<file path="src/rtl/phase_sequencer_pkg.sv">
// Shared CPU package: sequencer state encoding, run mode and sizing constants
// used by the phase sequencer and the instruction decoder.
package phase_sequencer_pkg;

    // Sequencer states; the decoder keys its phase behaviour off these names.
    typedef enum logic [2:0] {
        ST_IDLE  = 3'd0,
        ST_FETCH = 3'd1,
        ST_EXEC1 = 3'd2,
        ST_EXEC2 = 3'd3,
        ST_HALT  = 3'd4,
        ST_FAULT = 3'd5
    } seq_state_t;

    // Mode latched when leaving IDLE: step runs one instruction, continuous
    // keeps fetching while RUN stays high.
    typedef enum logic {
        MODE_STEP = 1'b0,
        MODE_CONT = 1'b1
    } run_mode_t;

    // Default number of consecutive MEM_ready-low cycles tolerated.
    localparam int TIMEOUT_DEFAULT = 255;

    // Wait counter width; holds any legal TIMEOUT (1..255).
    localparam int WAIT_W = 8;

    // Retired-instruction counter width.
    localparam int COUNT_W = 16;

    // True for the three phases that perform a memory access.
    function automatic logic is_busy(input seq_state_t s);
        return (s == ST_FETCH) || (s == ST_EXEC1) || (s == ST_EXEC2);
    endfunction

endpackage

</file>
<file path="src/rtl/phase_sequencer_wait_timer.sv">
// Memory wait watchdog: counts consecutive stalled cycles inside a busy phase
// and flags expiry in the cycle that would make the count reach TIMEOUT.
module wait_timer
    import phase_sequencer_pkg::*;
#(
    parameter int TIMEOUT = TIMEOUT_DEFAULT
) (
    input  logic clk,
    input  logic rst,
    input  logic active,        // sequencer is in FETCH, EXEC1 or EXEC2
    input  logic mem_ready,     // memory access completes this cycle
    input  logic state_change,  // sequencer leaves its current state at this edge
    output logic expired        // this stalled cycle is the TIMEOUT-th in a row
);

    localparam logic [WAIT_W-1:0] LIMIT = WAIT_W'(TIMEOUT - 1);

    logic [WAIT_W-1:0] cnt_q;
    logic [WAIT_W-1:0] cnt_d;

    // Expiry counts the current stalled cycle, so compare against TIMEOUT-1.
    assign expired = active && !mem_ready && (cnt_q == LIMIT);

    // Extend the run of stalled cycles; any progress or state change restarts it.
    always_comb begin
        cnt_d = '0;
        if (active && !mem_ready && !state_change) begin
            cnt_d = cnt_q + 1'b1;
        end
    end

    // Wait counter register.
    always_ff @(posedge clk) begin
        if (rst) begin
            cnt_q <= '0;
        end else begin
            cnt_q <= cnt_d;
        end
    end

endmodule

</file>
<file path="src/rtl/phase_sequencer.sv">
// Instruction phase sequencer: steps FETCH -> EXEC1 [-> EXEC2] per instruction
// in step or continuous mode, counts retired instructions, stops for good on a
// stop instruction (HALT) or a memory wait timeout (FAULT) until reset.
module phase_sequencer
    import phase_sequencer_pkg::*;
#(
    parameter int TIMEOUT = TIMEOUT_DEFAULT
) (
    input  logic               CLK,
    input  logic               RST,
    input  logic               RUN,
    input  logic               STEP,
    input  logic               E2,
    input  logic               STP,
    input  logic               MEM_ready,
    output logic               FETCH,
    output logic               EXEC1,
    output logic               EXEC2,
    output logic               HALTED,
    output logic               FAULT,
    output logic               BUSY,
    output logic [COUNT_W-1:0] INSTR_count,
    output seq_state_t         state_dbg
);

    seq_state_t         state_q, state_d;
    run_mode_t          mode_q, mode_d;
    logic [COUNT_W-1:0] instr_count_q, instr_count_d;
    logic               fetch_q, fetch_d;
    logic               exec1_q, exec1_d;
    logic               exec2_q, exec2_d;
    logic               halted_q, halted_d;
    logic               fault_q, fault_d;
    logic               busy_q, busy_d;
    logic               retire;
    logic               timeout_hit;
    logic               state_change;

    assign state_change = (state_d != state_q);

    wait_timer #(
        .TIMEOUT (TIMEOUT)
    ) u_wait_timer (
        .clk          (CLK),
        .rst          (RST),
        .active       (is_busy(state_q)),
        .mem_ready    (MEM_ready),
        .state_change (state_change),
        .expired      (timeout_hit)
    );

    // Next state, run mode, retire count and output strobes; the timeout
    // overrides every phase rule, including a stop seen while stalled.
    always_comb begin
        state_d       = state_q;
        mode_d        = mode_q;
        instr_count_d = instr_count_q;
        retire        = 1'b0;

        if (timeout_hit) begin
            state_d = ST_FAULT;
        end else begin
            case (state_q)
                ST_IDLE: begin
                    if (RUN) begin
                        state_d = ST_FETCH;
                        mode_d  = MODE_CONT;
                    end else if (STEP) begin
                        state_d = ST_FETCH;
                        mode_d  = MODE_STEP;
                    end
                end
                ST_FETCH: begin
                    if (MEM_ready) begin
                        state_d = ST_EXEC1;
                    end
                end
                ST_EXEC1: begin
                    if (STP) begin
                        state_d       = ST_HALT;
                        instr_count_d = instr_count_q + 1'b1;
                    end else if (MEM_ready) begin
                        if (E2) begin
                            state_d = ST_EXEC2;
                        end else begin
                            retire = 1'b1;
                        end
                    end
                end
                ST_EXEC2: begin
                    if (MEM_ready) begin
                        retire = 1'b1;
                    end
                end
                ST_HALT, ST_FAULT: begin
                    state_d = state_q;
                end
                default: begin
                    state_d = ST_FAULT;
                end
            endcase
        end

        if (retire) begin
            state_d       = (mode_q == MODE_CONT && RUN) ? ST_FETCH : ST_IDLE;
            instr_count_d = instr_count_q + 1'b1;
        end

        fetch_d  = (state_d == ST_FETCH);
        exec1_d  = (state_d == ST_EXEC1);
        exec2_d  = (state_d == ST_EXEC2);
        halted_d = (state_d == ST_HALT);
        fault_d  = (state_d == ST_FAULT);
        busy_d   = is_busy(state_d);
    end

    // Sequencer state and registered outputs; reset wins over every input.
    always_ff @(posedge CLK) begin
        if (RST) begin
            state_q       <= ST_IDLE;
            mode_q        <= MODE_STEP;
            instr_count_q <= '0;
            fetch_q       <= 1'b0;
            exec1_q       <= 1'b0;
            exec2_q       <= 1'b0;
            halted_q      <= 1'b0;
            fault_q       <= 1'b0;
            busy_q        <= 1'b0;
        end else begin
            state_q       <= state_d;
            mode_q        <= mode_d;
            instr_count_q <= instr_count_d;
            fetch_q       <= fetch_d;
            exec1_q       <= exec1_d;
            exec2_q       <= exec2_d;
            halted_q      <= halted_d;
            fault_q       <= fault_d;
            busy_q        <= busy_d;
        end
    end

    assign FETCH       = fetch_q;
    assign EXEC1       = exec1_q;
    assign EXEC2       = exec2_q;
    assign HALTED      = halted_q;
    assign FAULT       = fault_q;
    assign BUSY        = busy_q;
    assign INSTR_count = instr_count_q;
    assign state_dbg   = state_q;

endmodule

</file>
<file path="config.mk">
export PLATFORM = sky130hd
export DESIGN_NAME = phase_sequencer
export DESIGN_NICKNAME = d
export VERILOG_FILES = /design/src/rtl/phase_sequencer_pkg.sv /design/src/rtl/phase_sequencer_wait_timer.sv /design/src/rtl/phase_sequencer.sv
export SDC_FILE = /design/constraint.sdc
export NUM_CORES = 1
export LEC_CHECK = 0
export ABC_CLOCK_PERIOD_IN_PS = 1800
export CAP_MARGIN = 10
export CORE_MARGIN = 4
export CORE_UTILIZATION = 48
export CTS_BUF_LIST = sky130_fd_sc_hd__clkbuf_4
export CTS_CLUSTER_SIZE = 8
export DETAILED_ROUTE_END_ITERATION = 8
export HOLD_SLACK_MARGIN = 0.02
export PLACE_DENSITY = 0.78
export SLEW_MARGIN = 20
export SYNTH_ARGS = -nofsm -noshare
export SYNTH_HDL_FRONTEND = slang
export SYNTH_SLANG_ARGS = --single-unit
</file>
<file path="constraint.sdc">
create_clock -name CLK -period 1.8 [get_ports CLK]
set_clock_uncertainty 0.2 [all_clocks]
set_input_delay 0.36 -clock CLK [delete_from_list [all_inputs] [get_ports CLK]]
set_output_delay 0.36 -clock CLK [all_outputs]
set_load 0.01 [all_outputs]
</file>
==> results of run 1 <==
[per-stage QoR]
| stage | TNS (ps) | total power (uW) | area, um2 | utilization [%] |
|---|---|---|---|---|
| 6_report | -22.2 | 1460 | 2420 | 77.3 |
| 5_1_grt | -118 | 1530 | 2420 | 77.3 |
| 4_1_cts | 0 | 1440 | 2350 | 75.0 |
| 3_5_place_dp | -8370 | 1040 | 2230 | 71.2 |
| 3_3_place_gp | -6850 | 1030 | 2230 | 71.2 |
| 2_1_floorplan | 0 | 902 | 1600 | - |
[layer usage]
layer | vias up | part of all wire (%)
met4 | 0 | 1.9
met3 | 7 | 4.1
li1 | 773 | -
met5 | - | 0
met2 | 53 | 53
met1 | 762 | 41
[power breakdown]
group / leakage, uW / internal (uW) / total (uW) / switching (uW)
clock: 0.0000331 / 162 / 418 / 257
combinational: 0.000715 / 132 / 250 / 118
sequential: 0.000280 / 775 / 790 / 14.2
total: 0.00103 / 1070 / 1460 / 389
[final timing paths]
path / startpoint / end / slack (ps) / cells after the start
hold reg to reg: INSTR_count[1] / INSTR_count[1] / 320 / 2
setup reg to reg: state_dbg[2] / INSTR_count[13] / -20 / 6
setup / recovery: state_dbg[2] / INSTR_count[13] / -20 / 6
hold / removal: INSTR_count[1] / INSTR_count[1] / 320 / 2
[flip-flops by register name, summed over array words and instances (netlist names)]
register	count
INSTR_count	16
u_wait_timer.cnt_q	8
state_dbg	3
BUSY	1
EXEC1	1
EXEC2	1
FAULT	1
FETCH	1
HALTED	1
mode_q	1
[worst max-delay path, delay by kind of cell, from the launching register on]
| family | cells | cell delay [ps] |
|---|---|---|
| xor gates and xnor gates | 1 | 170 |
| and+or+nand+nor | 2 | 410 |
| DFF | 1 | 380 |
| AOI/OAI and AO/OA | 2 | 400 |
| buffers and inverters | 1 | 150 |
[timing repair]
action,CTS,global route
setup buffers,8,0
gates resized for setup,33,21
pin swaps,7,8
endpoints found under the setup margin,30,15
[kinds of logic after synthesis]
family | synth area share (%)
compound gates | 16.2
xor+xnor | 10.4
fa+ha+maj | 2.35
buf+inv | 2.82
flops | 42.6
mux | 0.705
simple gates | 24.9
[placed cells by master, fill, tap and decap left out, types with 2 or more instances in the layout]
| cell type | count |
|---|---|
| buf_4 | 41 |
| nor2_1 | 35 |
| dfxtp_1 | 25 |
| dlygate4sd2_1 | 21 |
| xnor2_1 | 15 |
| nand2_1 | 14 |
| nand3_1 | 11 |
| a21oi_1 | 9 |
| clkdlybuf4s50_1 | 9 |
| dfxtp_2 | 8 |
| clkbuf_4 | 6 |
| nand2b_1 | 5 |
| a211oi_2 | 4 |
| buf_6 | 4 |
| xor2_1 | 3 |
| nor2b_1 | 3 |
| o21ai_4 | 2 |
| nand4_1 | 2 |
| a2111oi_4 | 2 |
| a21oi_2 | 2 |
| nor3_1 | 2 |
| and2_1 | 2 |
| inv_1 | 2 |
| o21ai_1 | 2 |
| o21ai_0 | 2 |
| o211ai_1 | 2 |
| ha_1 | 2 |
[cell type report]
type / instances / area (um2)
inverter: 3 / 11.3
clock inverter: 2 / 8.76
sequential: 34 / 694
multi-input combinational: 138 / 945
timing repair buffer: 77 / 659
tap: 44 / 55.1
clock buffer: 6 / 45.0
fill: 221 / 709
==> impl_metrics.csv, run 1 <==
group,metric,value,unit
timing,fin_ws,-22.2,ps
detailed_routing,firstDrtPassIters,4,
yosys,synth_top_area_share,42.6,%
global_routing,grt.met3_usage,3.76,%
global_routing,grt_pass1_vias,1612,
placed_design,dpl.hpwl,3.16,mm
layout,insertedDiodeCount,0,
clock_tree,cts_buffer_depth,2,
global_routing,track_usage,21.7,%
worst_setup_path,cp_slowest_cell,"dfxtp_4",
die,core_area,0.00313,mm2
yosys,synth_warnings,0,
yosys,syn_inst,181,
clock_tree,clkSinkCount,34,
run_status,status,"complete, but fails checks",
yosys,yosysMostFrequentCell,"nor2_1",
worst_setup_path,cp_max_fo,6,
timing,fin_crit_sh,101,%
hold_path,hold_class,"register to register",
yosys,synth.area.top_cells,"dfxtp_1 43%, xnor2_1 8.8%, nor2_1 8.2%, nand3_1 3.8%, a21oi_1 3.4%",
timing,hold_violations,0,
die,die_area,0.00432,mm2
timing,min_period,1820,ps
global_routing,grt_pass1_wl,7.17,mm
global_routing,grt_use_met2,38.8,%
yosys,ys_seq_area_share,42.6,%
placed_design,place_ws,-403,ps
yosys,async_flop_share,0,%
detailed_routing,num_vias,1595,
clock_tree,clockRootBuffer,"clkbuf_4",
global_routing,top_usage_layer,"met2",
yosys,synth_flop_cell,"dfxtp_1",
clock_tree,cts_inserted_buffers,5,
pwr,peakVddDrop,0.000418,V
layout,fin_cells,304,
layout,synthToLayoutAreaGrowth,51.4,%
global_routing,met1_usage,24.7,%
placed_design,gp_congestion,0.806,
die,ios,32,
die,fp.dieW,65.7,um
job,drv_cap,0,
yosys,yosys.area.top_type,"dfxtp_1",
worst_setup_path,critPathCaptureType,"register",
pwr,p_leak,0.00103,uW
timing,worstMarginPinSlew,437,ps
clock_tree,clkSlewWorstSetupHoldPaths,110,ps
detailed_routing,wl,4.52,mm
detailed_routing,drtAntennaViolNets,0,
die,dieHeight,65.7,um
clock_tree,cts_tree,"built",
detailed_routing,vias_per_cell,5.25,
worst_setup_path,critical_path.cell_chain,"and4bb_2, o21ai_4, buf_6, a2111oi_4, xnor2_1, nor2_1",
worst_setup_path,crit_arrival,1850,ps
global_routing,grt_max_degree,11,
timing,whs,322,ps
yosys,synth_common_cells,"35 x nor2_1, 34 x dfxtp_1, 16 x xnor2_1",
yosys,synth_edf_count,0,
timing,fmax,549,MHz
layout,fin_nets,269,
die,row_count,20,
detailed_routing,wire_per_inst,14.9,um
run_status,violations,"negative setup slack",
layout,drive_above_1_share,32.7,%
timing,final-max-slew-violation-count,0,
worst_setup_path,start_kind,"register",
yosys,netlist_area,0.00160,mm2
yosys,ys_ff_latch,34,
pwr,power.density,603,mW/mm2
placed_design,port_buffers,31,
detailed_routing,drtIter0Drc,93,
detailed_routing,drc,0,
yosys,syn-mean-instance-area,8.83,um2
clock_tree,cts_hold_buf,0,
timing,slew-limit-headroom,70.8,%
timing,rsz0062_at_grt,"yes",
placed_design,dp_cells,288,
yosys,syn_nets,191,
worst_setup_path,slowest_delay,380,ps
clock_tree,cts-htree-levels,2,
clock_tree,clkLatencyLatePin,340,ps
timing,setup_viol,1,
worst_setup_path,crit_required,1830,ps
worst_setup_path,critPathKind,"register to register",
yosys,synth_cell_types,36,
die,initial_core_util,51.1,%
global_routing,overflow,0,
global_routing,antenna_found_initial,0,
Power figures use the tool's default switching activity.
==> run 2, diff against run 1 <==
Settings changed: CORE_UTILIZATION 48 to 49, SYNTH_HIERARCHICAL set to 1.
==> run 2 against run 1 <==
Effect of this change: the flow still finishes with violations (negative setup slack); sequential share of layout area down 4.7 points; area after synthesis up 12%; count of clock-buffer cells in the layout down 1; first-iteration DRC count up 67%; fmax down 31%; worst setup slack worse by 820 ps; combinational power up 37%; global-route usage up 5.2 points; critical path depth up 4; final area up 20%; core utilization up 7.9 points; via count up 24%; highest routed layer unchanged.
==> impl_metrics.csv, run 2 <==
group,metric,value,unit
yosys,synth_cell_types,51,
layout,final_area,0.00291,mm2
die,ios,32,
clock_tree,clkLatencyLatePin,350,ps
layout,fill_cells,185,
clock_tree,cts_hold_buf,0,
timing,final-max-slew-violation-count,0,
yosys,synthMuxAreaShare,3.78,%
detailed_routing,firstDrtPassIters,5,
yosys,synth_common_cells,"34 x dfxtp_1, 17 x nor2_1, 13 x a21oi_1",
global_routing,track_usage,26.9,%
timing,fin_ws,-842,ps
global_routing,grt_pass1_wl,9.15,mm
yosys,synth.area.top_cells,"dfxtp_1 38%, a21oi_1 3.6%, nor2_1 3.6%, buf_6 3.2%, o31ai_1 2.9%",
run_status,violations,"negative setup slack",
worst_setup_path,slowest_delay,570,ps
yosys,async_flop_share,0,%
clock_tree,cts_inserted_buffers,5,
layout,fin_cells,330,
timing,rsz0062_at_grt,"yes",
die,row_count,21,
clock_tree,cts_buffer_depth,2,
clock_tree,cts_tree,"built",
placed_design,place_ws,-1180,ps
timing,min_period,2640,ps
global_routing,grt_pass1_vias,1985,
yosys,syn_nets,204,
worst_setup_path,crit_arrival,2730,ps
yosys,yosysMostFrequentCell,"dfxtp_1",
die,dieHeight,68.4,um
yosys,netlist_area,0.00179,mm2
yosys,ys_ff_latch,34,
worst_setup_path,start_kind,"register",
yosys,synth_top_family_by_area,"simple AND/OR/NAND/NOR gates",
placed_design,port_buffers,31,
worst_setup_path,cp_slowest_cell,"or4b_4",
detailed_routing,drtAntennaViolNets,0,
die,initial_core_util,52.3,%
worst_setup_path,critPathCaptureType,"register",
yosys,synth-xor-area-share,1.47,%
global_routing,overflow,0,
hold_path,hold_class,"register to register",
detailed_routing,vias_per_cell,5.97,
clock_tree,clkSlewWorstSetupHoldPaths,110,ps
yosys,synth_top_area_share,38.1,%
yosys,yosys.area.top_type,"dfxtp_1",
detailed_routing,num_vias,1971,
timing,hold_violations,0,
detailed_routing,drtIter0Drc,155,
layout,fin_nets,293,
pwr,power.density,582,mW/mm2
pwr,p_leak,0.00133,uW
yosys,synth-simple-area-share,32.6,%
layout,insertedDiodeCount,0,
layout,synthToLayoutAreaGrowth,63.0,%
timing,setup_viol,33,
die,core_area,0.00342,mm2
layout,mostFrequentLayoutCells,"55 x buf_4, 23 x dfxtp_1, 18 x dlygate4sd2_1, 15 x nor2_1, 12 x nand2_1",
job,drv_cap,0,
global_routing,antenna_found_initial,0,
worst_setup_path,cp_max_fo,8,
clock_tree,clkSinkCount,34,
worst_setup_path,crit_required,1880,ps
timing,worstMarginPinSlew,874,ps
clock_tree,clockRootBuffer,"clkbuf_4",
yosys,synth_flop_cell,"dfxtp_1",
detailed_routing,wire_per_inst,19.2,um
run_status,status,"complete, but fails checks",
yosys,syn-mean-instance-area,9.21,um2
detailed_routing,wl,6.32,mm
die,die_area,0.00468,mm2
layout,ff_latch_area,699,um2
detailed_routing,drc,0,
layout,multi_input_area,0.00127,mm2
yosys,synth_compound_area_share,15.8,%
yosys,synth_fa_ha_area_share,2.10,%
die,fp.dieW,68.4,um
placed_design,dpl.hpwl,3.48,mm
worst_setup_path,path_common_cell,"nor2_4",
worst_setup_path,critical_path.cell_chain,"nor2_4, nor2_4, nand4b_1, nor3_4, nor2_2, nand2_1, or3_4, a2111o_1, or4b_4, a21oi_2",
yosys,synth_warnings,6,
placed_design,gp_congestion,0.930,
clock_tree,cts-htree-levels,2,
placed_design,place_area,0.00251,mm2
pwr,power.total,1690,uW
timing,fin_crit_sh,147,%
layout,largest_reg_flops,16,
timing,slew-limit-headroom,41.6,%
worst_setup_path,critPathKind,"register to register",
layout,drive_above_1_share,48.9,%
layout,mostFrequentLayoutCell,"buf_4",
yosys,synth_edf_count,0,
pwr,peakVddDrop,0.000615,V
yosys,syn_inst,194,
timing,fmax,378,MHz
global_routing,grt_max_degree,26,
yosys,ys_seq_area_share,38.1,%
placed_design,dp_cells,311,
[run 2: cell type report]
type / count / share of cell area (%)
Inverter: 4 / 0.516
Sequential cell: 34 / 24.0
Multi-Input combinational cell: 145 / 43.6
Clock buffer: 5 / 1.29
Clock inverter: 3 / 1.38
Tap cell: 46 / 1.98
Timing Repair Buffer: 93 / 27.2
[run 2: kinds of logic after synthesis]
| group | after synthesis |
|---|---|
| AOI/OAI and AO/OA | 42 |
| xor gates and xnor gates | 3 |
| adders and majority gates | 3 |
| buffers and inverters | 16 |
| DFF | 34 |
| muxes | 6 |
| and+or+nand+nor | 90 |
[run 2: what timing repair did]
item | 4_1_cts | 5_1_grt
endpoints found under the setup margin | 50 | 44
resized for setup | 54 | 40
pin swaps | 7 | 5
gates cloned | 2 | 0
setup buffers | 12 | 7
[run 2: metal layers]
layer | up-vias | global-route usage (%) | part of all wire, %
met5 | - | 0 | 0
met4 | 0 | 15.6 | 5.6
met3 | 31 | 6.24 | 5.8
met2 | 99 | 46.1 | 50
met1 | 943 | 30.0 | 38
li1 | 898 | - | -
[run 2: final timing paths]
path / from / endpoint / slack [ps] / cells after the start
hold / removal: INSTR_count[14] / INSTR_count[14] / 310 / 2
hold reg to reg: INSTR_count[14] / INSTR_count[14] / 310 / 2
setup / recovery: state_dbg[0] / u_wait_timer/cnt_q[5] / -840 / 10
setup reg to reg: state_dbg[0] / u_wait_timer/cnt_q[5] / -840 / 10
[run 2: worst max-delay path, delay by kind of cell (launching register included)]
kind	cells	cell delay, ps
flops	1	370
simple gates	8	1500
compound gates	2	500
[run 2: per-stage QoR]
step | util [%] | setup TNS [ps] | hold WS, ps
6_report | 85.2 | -16200 | 309
5_1_grt | 85.2 | -18910 | 346
4_1_cts | 81.5 | -17460 | 307
3_5_place_dp | 73.5 | -27560 | 292
3_3_place_gp | 73.5 | -24620 | 280
2_1_floorplan | - | -13320 | 239
[run 2: power by group]
group          switching [uW]  total, uW  internal [uW]
registers                12.2        783            770
logic                     178        343            165
clock network             281        568            288
